**src/rtl/enc_pkg.sv**
```systemverilog
// Shared constants and types for the handshaked priority encoder.
package enc_pkg;

    localparam int MODE_FIXED = 0;
    localparam int MODE_RR    = 1;

    typedef enum logic {
        EMPTY = 1'b0,
        FULL  = 1'b1
    } outState_t;

endpackage

```
**src/rtl/prio_search.sv**
```systemverilog
// Combinational circular search: first set bit of vector at or after index start.
module prio_search #(
    parameter int N = 8,
    localparam int W = $clog2(N)
) (
    input  logic [N-1:0] vector,
    input  logic [W-1:0] start,
    output logic [W-1:0] index,
    output logic         found
);

    logic [2*N-1:0] doubled;
    logic [2*N-1:0] shifted;
    logic [N-1:0]   rotated;
    logic [W-1:0]   offset;
    logic [W:0]     sum;

    // Doubling the vector makes the rotate correct for any N, not just powers of two.
    assign doubled = {vector, vector};
    assign shifted = doubled >> start;
    assign rotated = shifted[N-1:0];

    always_comb begin
        found  = 1'b0;
        offset = '0;
        for (int i = N - 1; i >= 0; i--) begin
            if (rotated[i]) begin
                found  = 1'b1;
                offset = W'(i);
            end
        end
    end

    always_comb begin
        sum   = {1'b0, offset} + {1'b0, start};
        index = sum[W-1:0];
        if (sum >= (W+1)'(N)) begin
            index = W'(sum - (W+1)'(N));
        end
    end

endmodule

```
**src/rtl/prio_encoder_hs.sv**
```systemverilog
// N-bit priority encoder with a registered, valid/ready-handshaked result stage.
module prio_encoder_hs
    import enc_pkg::*;
#(
    parameter int N    = 8,
    parameter int MODE = MODE_FIXED,
    localparam int W   = $clog2(N)
) (
    input  logic         clk,
    input  logic         rst_n,
    input  logic [N-1:0] dataIn,
    input  logic         inValid,
    output logic         inReady,
    output logic [W-1:0] codeOut,
    output logic         multiHit,
    output logic         zeroIn,
    output logic         outValid,
    input  logic         outReady
);

    outState_t    state;
    logic [W-1:0] ptr;
    logic [W-1:0] start;
    logic [W-1:0] winner;
    logic [W-1:0] nextPtr;
    logic [N-1:0] lowCleared;
    logic         found;
    logic         multi;
    logic         capture;

    assign start   = (MODE == MODE_RR) ? ptr : '0;
    assign inReady = (state == EMPTY) || outReady;
    assign capture = inValid && inReady;

    // Clearing the lowest set bit leaves something only if two or more bits were set.
    assign lowCleared = dataIn & (dataIn - N'(1));
    assign multi      = |lowCleared;
    assign nextPtr    = (winner == W'(N - 1)) ? '0 : winner + W'(1);

    prio_search #(.N(N)) search (
        .vector (dataIn),
        .start  (start),
        .index  (winner),
        .found  (found)
    );

    always_ff @(posedge clk or negedge rst_n) begin
        if (!rst_n) begin
            state    <= EMPTY;
            codeOut  <= '0;
            multiHit <= 1'b0;
            zeroIn   <= 1'b0;
            ptr      <= '0;
        end else begin
            if (capture) begin
                state    <= FULL;
                codeOut  <= found ? winner : '0;
                multiHit <= multi;
                zeroIn   <= !found;
                if (MODE == MODE_RR && found) begin
                    ptr <= nextPtr;
                end
            end else if (outReady) begin
                state <= EMPTY;
            end
        end
    end

    assign outValid = (state == FULL);

endmodule

```
**config.mk**
```make
export PLATFORM = sky130hd
export DESIGN_NAME = prio_encoder_hs
export DESIGN_NICKNAME = d
export VERILOG_FILES = /design/src/rtl/enc_pkg.sv /design/src/rtl/prio_search.sv /design/src/rtl/prio_encoder_hs.sv
export SDC_FILE = /design/constraint.sdc
export NUM_CORES = 1
export LEC_CHECK = 0
export ABC_AREA = 0
export CELL_PAD_IN_SITES_DETAIL_PLACEMENT = 0
export CELL_PAD_IN_SITES_GLOBAL_PLACEMENT = 2
export CORE_MARGIN = 10
export CORE_UTILIZATION = 28
export CTS_CLUSTER_SIZE = 30
export DETAILED_ROUTE_END_ITERATION = 12
export MAX_ROUTING_LAYER = met4
export PLACE_DENSITY_LB_ADDON = 0.1
export RECOVER_POWER = 50
export SETUP_SLACK_MARGIN = 0.15
export SLEW_MARGIN = 20
export SYNTH_ARGS = -nofsm -noshare
export SYNTH_HDL_FRONTEND = slang
export SYNTH_HIERARCHICAL = 1
export SYNTH_SLANG_ARGS = --single-unit
```
**constraint.sdc**
```tcl
create_clock -name clk -period 1 [get_ports clk]
set_clock_uncertainty 0.1 [all_clocks]
set_input_delay 0.25 -clock clk [delete_from_list [all_inputs] [get_ports clk]]
set_output_delay 0.25 -clock clk [all_outputs]
set_load 0.01 [all_outputs]
```
# Word-level counts from Yosys, hierarchy flattened
# Cells that the tools add are included.
# W data, S select, Z words.
[op_classes] magnitude_cmp=1 n_mul=0 eq_ne=0 add_sub_neg=2 bitwise=2 mux=20 reduce_logical=5 div=0 n_shift=0
[op_table] cell="$mux W3" count=10
[op_table] cell="$mux W1" count=10
[op_table] cell="$and A8 B8 Y8" count=1
[op_table] cell="$reduce_or A8 Y1" count=1
[op_table] cell="$sub A8 B1 Y8 const B" count=1
[op_table] cell="$ge A3 B4 Y1 const B" count=1
[op_table] cell="$sub A3 B1 Y3 const B" count=1
[op_table] cell="$reduce_bool A2 Y1" count=1
[op_table] cell="$logic_and A1 B1 Y1" count=1
[op_table] cell="$logic_not A1 Y1" count=1
[op_table] cell="$logic_or A1 B1 Y1" count=1
[op_table] cell="$not A1 Y1" count=1
[totals] inputBits=12 latchBits=0 ramBits=0 rom_bits=0 regBits=6 elab_cells=34 memories=0

# Longest topological paths before layout
[depth] depth_word=11 mapped_depth=14

# By module
# The synthesis kept the hierarchy.
[by_module_without_submodules] mod="prio_search" seq_area_each_um2=0.0 cells_per_inst=111 n_inst=1 area_each_um2=843.3
[by_module_without_submodules] mod="prio_encoder_hs" seq_area_each_um2=150.1 cells_per_inst=31 n_inst=1 area_each_um2=300.3

# Worst setup path after synthesis
# No wires, ideal clock.
[synth_path] path_type="input port to flip-flop" startpoint="input port dataIn[0]" endpoint="register codeOut[1]" slack_ps=-1229 cell_stages=11 setup_ps=78 arrival_time_ps=2052 cell_sequence="buf_2 > mux2_1 > nand2b_1 > nand2b_1 > a211o_1 > o221ai_1 > a21oi_1 > fa_1 > inv_1 > nand2_1 > o21ai_1"
[synth_between] elab_chain_cells=4 word_cells_on_any_way=6 cone_classes="add/sub (1); order compare (1); mux (4)"
[synth_rtl] item="start, declared" line_no="prio_encoder_hs.sv:11" rtl="input logic [N-1:0] dataIn,"
[synth_rtl] item="$mux W3 *" line_no="prio_search.sv:27" rtl="if (rotated[i]) begin"
[synth_rtl] item="$ge A3 B4 Y1 or $sub A3 B1 Y3 (tied branches)" line_no="prio_search.sv:37, prio_search.sv:38"
[synth_rtl] item="$mux W3 *" line_no="prio_search.sv:37" rtl="if (sum >= (W+1)'(N)) begin"
[synth_rtl] item="via winner[1]" line_no="prio_encoder_hs.sv:24" rtl="logic [W-1:0] winner;"
[synth_rtl] item="$mux W3 *" line_no="prio_encoder_hs.sv:57" rtl="codeOut <= found ? winner : '0;"
[synth_rtl] item="end signal, assigned" line_no="prio_encoder_hs.sv:57"
[synth_rtl] item="end, declared" line_no="prio_encoder_hs.sv:14" rtl="output logic [W-1:0] codeOut,"
# Mark *: on every way through the listed nets, which the timed path passes. The rest lies on a longest branch.
# A chain may end at the register's enable or synchronous reset.

# Final worst setup path
# Ends and elaborated chain as after synthesis.

==> results.txt <==
Vias per cell -> 5.41
Leakage -> 0.760 nW
Routed via count -> 1,325
Final worst-path cycle share -> 192%
Largest net degree at the start of global routing -> 29
Worst-skew pair later-pin latency -> 0.22 ns
Mean Syn Cell Area -> 8.05 um^2
PD cells -> 824 nW/um^2
N_diodes -> 0
Hold WC Path Type -> input pin to async pin
Yosys top cell by area -> dfrtp_1
P&R area growth vs syn -> 59.2%
Die Area -> 7040 um^2
First-pass GRT wire length -> 6690 um
Layout Utilization -> 45.8%
Status -> complete, but fails checks
Pre-Repair DR Iteration Count -> 4
CP required -> 1.04 ns
Post-synth EDFFs -> 0
Setup crit end kind -> flip-flop
Routed wire length -> 4100 um
Worst r2r src -> outValid
Fillers -> 395
Final worst slack -> -0.917 ns
Final GP Congestion -> 0.852
Syn. warnings -> 6
Max Cap Violations -> 0
CTS Root Cell -> clkbuf_8
HPWL Detailed -> 2960 um
RSZ-0062 raised after global routing -> yes
IO Pins -> 19
Final hold vios -> 0
Row cnt -> 23
Clock Pin Slew Worst Setup and Hold Paths -> 0.04 ns
Yosys top cell area share -> 13.1%
Post-synthesis register bit count -> 6
Starting density of the core -> 28.8%
Final std cells w/o fill -> 245
1st-iter DRT viols -> 60
Final #Nets -> 211
TritonCTS Buffers -> 3
Worst setup path class -> input pin to flip-flop
Final ANT Viol Nets -> 0
Register-to-Register Setup Slack -> -0.18 ns
Tmin final -> 1.92 ns
Seq pwr share -> 20.3%
Largest stage delay on the critical path -> 0.44 ns
Sw Pwr -> 0.524 mW
Synthesized area -> 1140 um^2
Chip width -> 83.9 um
IO Port Bufs -> 18
Chip height -> 83.9 um
Core box area -> 3970 um^2
Post-synthesis cell count -> 142
Crit path top cell by count -> nand2b_4
Share of cells above drive strength 1 -> 47.7%
Fin Hold WS -> 0.254 ns
Comb power frac -> 56.0%
Longest Clk Path Bufs -> 2
Number of global-route vias before repair -> 1,330
Worst path cell trace -> buf_6 -> mux2_4 -> nand2b_4 -> nand2b_4 -> a211o_1 -> o221ai_2 -> a21oi_2 -> fa_1 -> inv_1 -> nand2_1 -> o21ai_1
Placed cell count -> 229
CP max FO -> 3
Final Max Slew Viols -> 0
H-tree depth -> 1
Unique masters post-synth -> 54
CP Launch Type -> input pin
Crit path DAT -> 1.96 ns
FFs w/ async S/R, synth -> 100%
Total Routing Usage GR -> 11.4%
Most frequent cell after synthesis -> a21oi_1
Final setup viols -> 12
Share of total power in the clock network -> 23.6%
Post-synthesis sequential area ratio -> 13.1%
R2R Path End -> zeroIn
Synth area leaders -> dfrtp_1 13%, mux2i_1 6.1%, mux4_2 5.9%, a21oi_1 4.4%, buf_6 3.9%
Clk sinks -> 6
Initial antenna violation count -> 0
CTS tree -> yes
Post-synth top cells -> 10 x a21oi_1, 9 x nand2_1, 8 x nor2_1
Most used DFF post-synth -> dfrtp_1
Failing checks -> setup timing
Slowest cell on crit path -> fa_1
Grt ovf -> 0
Pint -> 0.975 mW
Reg2Reg Depth -> 6
Worst vdd ir -> 232 uV
F_max -> 522 MHz
Sw Ratio -> 35.0%
Drt drc -> 0
Drt wl/cell -> 16.7 um
## stage by stage
| stage | setup TNS (ns) | instance area, um^2 | total power, mW | setup WS, ns |
|---|---|---|---|---|
| CTS | -4.43 | 1770 | 1.45 | -0.968 |
| floorplan | -4.51 | 1210 | 0.732 | -1.40 |
| global placement | -8.87 | 1580 | 1.01 | -1.42 |
| finish | -4.46 | 1820 | 1.50 | -0.917 |
| global route | -5.02 | 1820 | 1.60 | -1.00 |
| detailed placement | -9.18 | 1580 | 1.02 | -1.52 |
## cell usage in the layout, fill, tap and decap left out, types with 4 or more instances in the layout
master,Yosys,final
a21oi_1,10,9
buf_2,7,6
mux2i_1,7,6
inv_1,5,4
nor2_1,8,6
nand2_1,9,9
nor3_1,6,5
buf_4,0,36
conb_1,1,4
o21ai_1,7,7
dfrtp_1,6,6
buf_6,4,14
## metal layers
layer / vias up / track usage, % / share of wire [%]
met5: - / - / 0
met4: 0 / 3.20 / 1.2
met3: 7 / 1.95 / 2.4
met2: 16 / 20.2 / 53
met1: 654 / 12.8 / 44
li1: 648 / - / -
## critical path: cells and delay by family
| family | cells | cell delay [ns] |
|---|---|---|
| buf+inv | 2 | 0.15 |
| compound gates | 4 | 0.51 |
| mux | 1 | 0.27 |
| fa+ha+maj | 1 | 0.44 |
| simple gates | 3 | 0.33 |
## kinds of logic (layout without fill, tap and decap cells)
logic type      Yosys count  after routing  synth area share (%)
xor+xnor                  2              2                  1.53
fa+ha+maj                 3              3                  3.72
compound gates           44             44                  28.1
flops                     6              6                  13.1
buf+inv                  22             72                  10.6
other cells               1              4                 0.328
mux                      13             13                  16.6
simple gates             51             51                  25.9
## repair_timing
action                     4_1_cts  5_1_grt
cloned                           0        0
buffers inserted                 9        4
pin swaps                       19        4
hold buffers                     0        0
resized for setup               87        4
setup endpoints to repair       13       13
## state kept, by name, indices dropped and copies added, names as in the netlist
signal	flops
outValid	1
codeOut	3
zeroIn	1
multiHit	1
## power groups by stage
stage | Combinational, mW | Clock [mW] | Sequential, mW
after CTS | 0.778 | 0.370 | 0.305
after global placement | 0.708 | 0 | 0.303
final | 0.840 | 0.355 | 0.305
after floorplan | 0.413 | 0 | 0.320
after global routing | 0.910 | 0.380 | 0.308
after detailed placement | 0.715 | 0 | 0.304
## cell type report
class                           count  area [um^2]  share of cell area (%)
Timing Repair Buffer               62          524                    28.8
Tap cell                           50         62.6                    3.44
Inverter                            7         26.3                    1.44
Multi-Input combinational cell    117         1020                    55.8
Clock buffer                        3         41.3                    2.27
Sequential cell                     6          150                    8.25
## how the worst max path moves through the flow
stage               from          to  slack, ns
6_report       dataIn[0]  codeOut[1]      -0.92
2_1_floorplan  dataIn[0]  codeOut[2]      -1.40
5_1_grt        dataIn[0]  codeOut[1]       -1.0
3_5_place_dp   dataIn[0]  codeOut[1]      -1.52
4_1_cts        dataIn[0]  codeOut[1]      -0.97
3_3_place_gp   dataIn[0]  codeOut[1]      -1.42
Note: power is estimated with default switching activity, not from simulation.
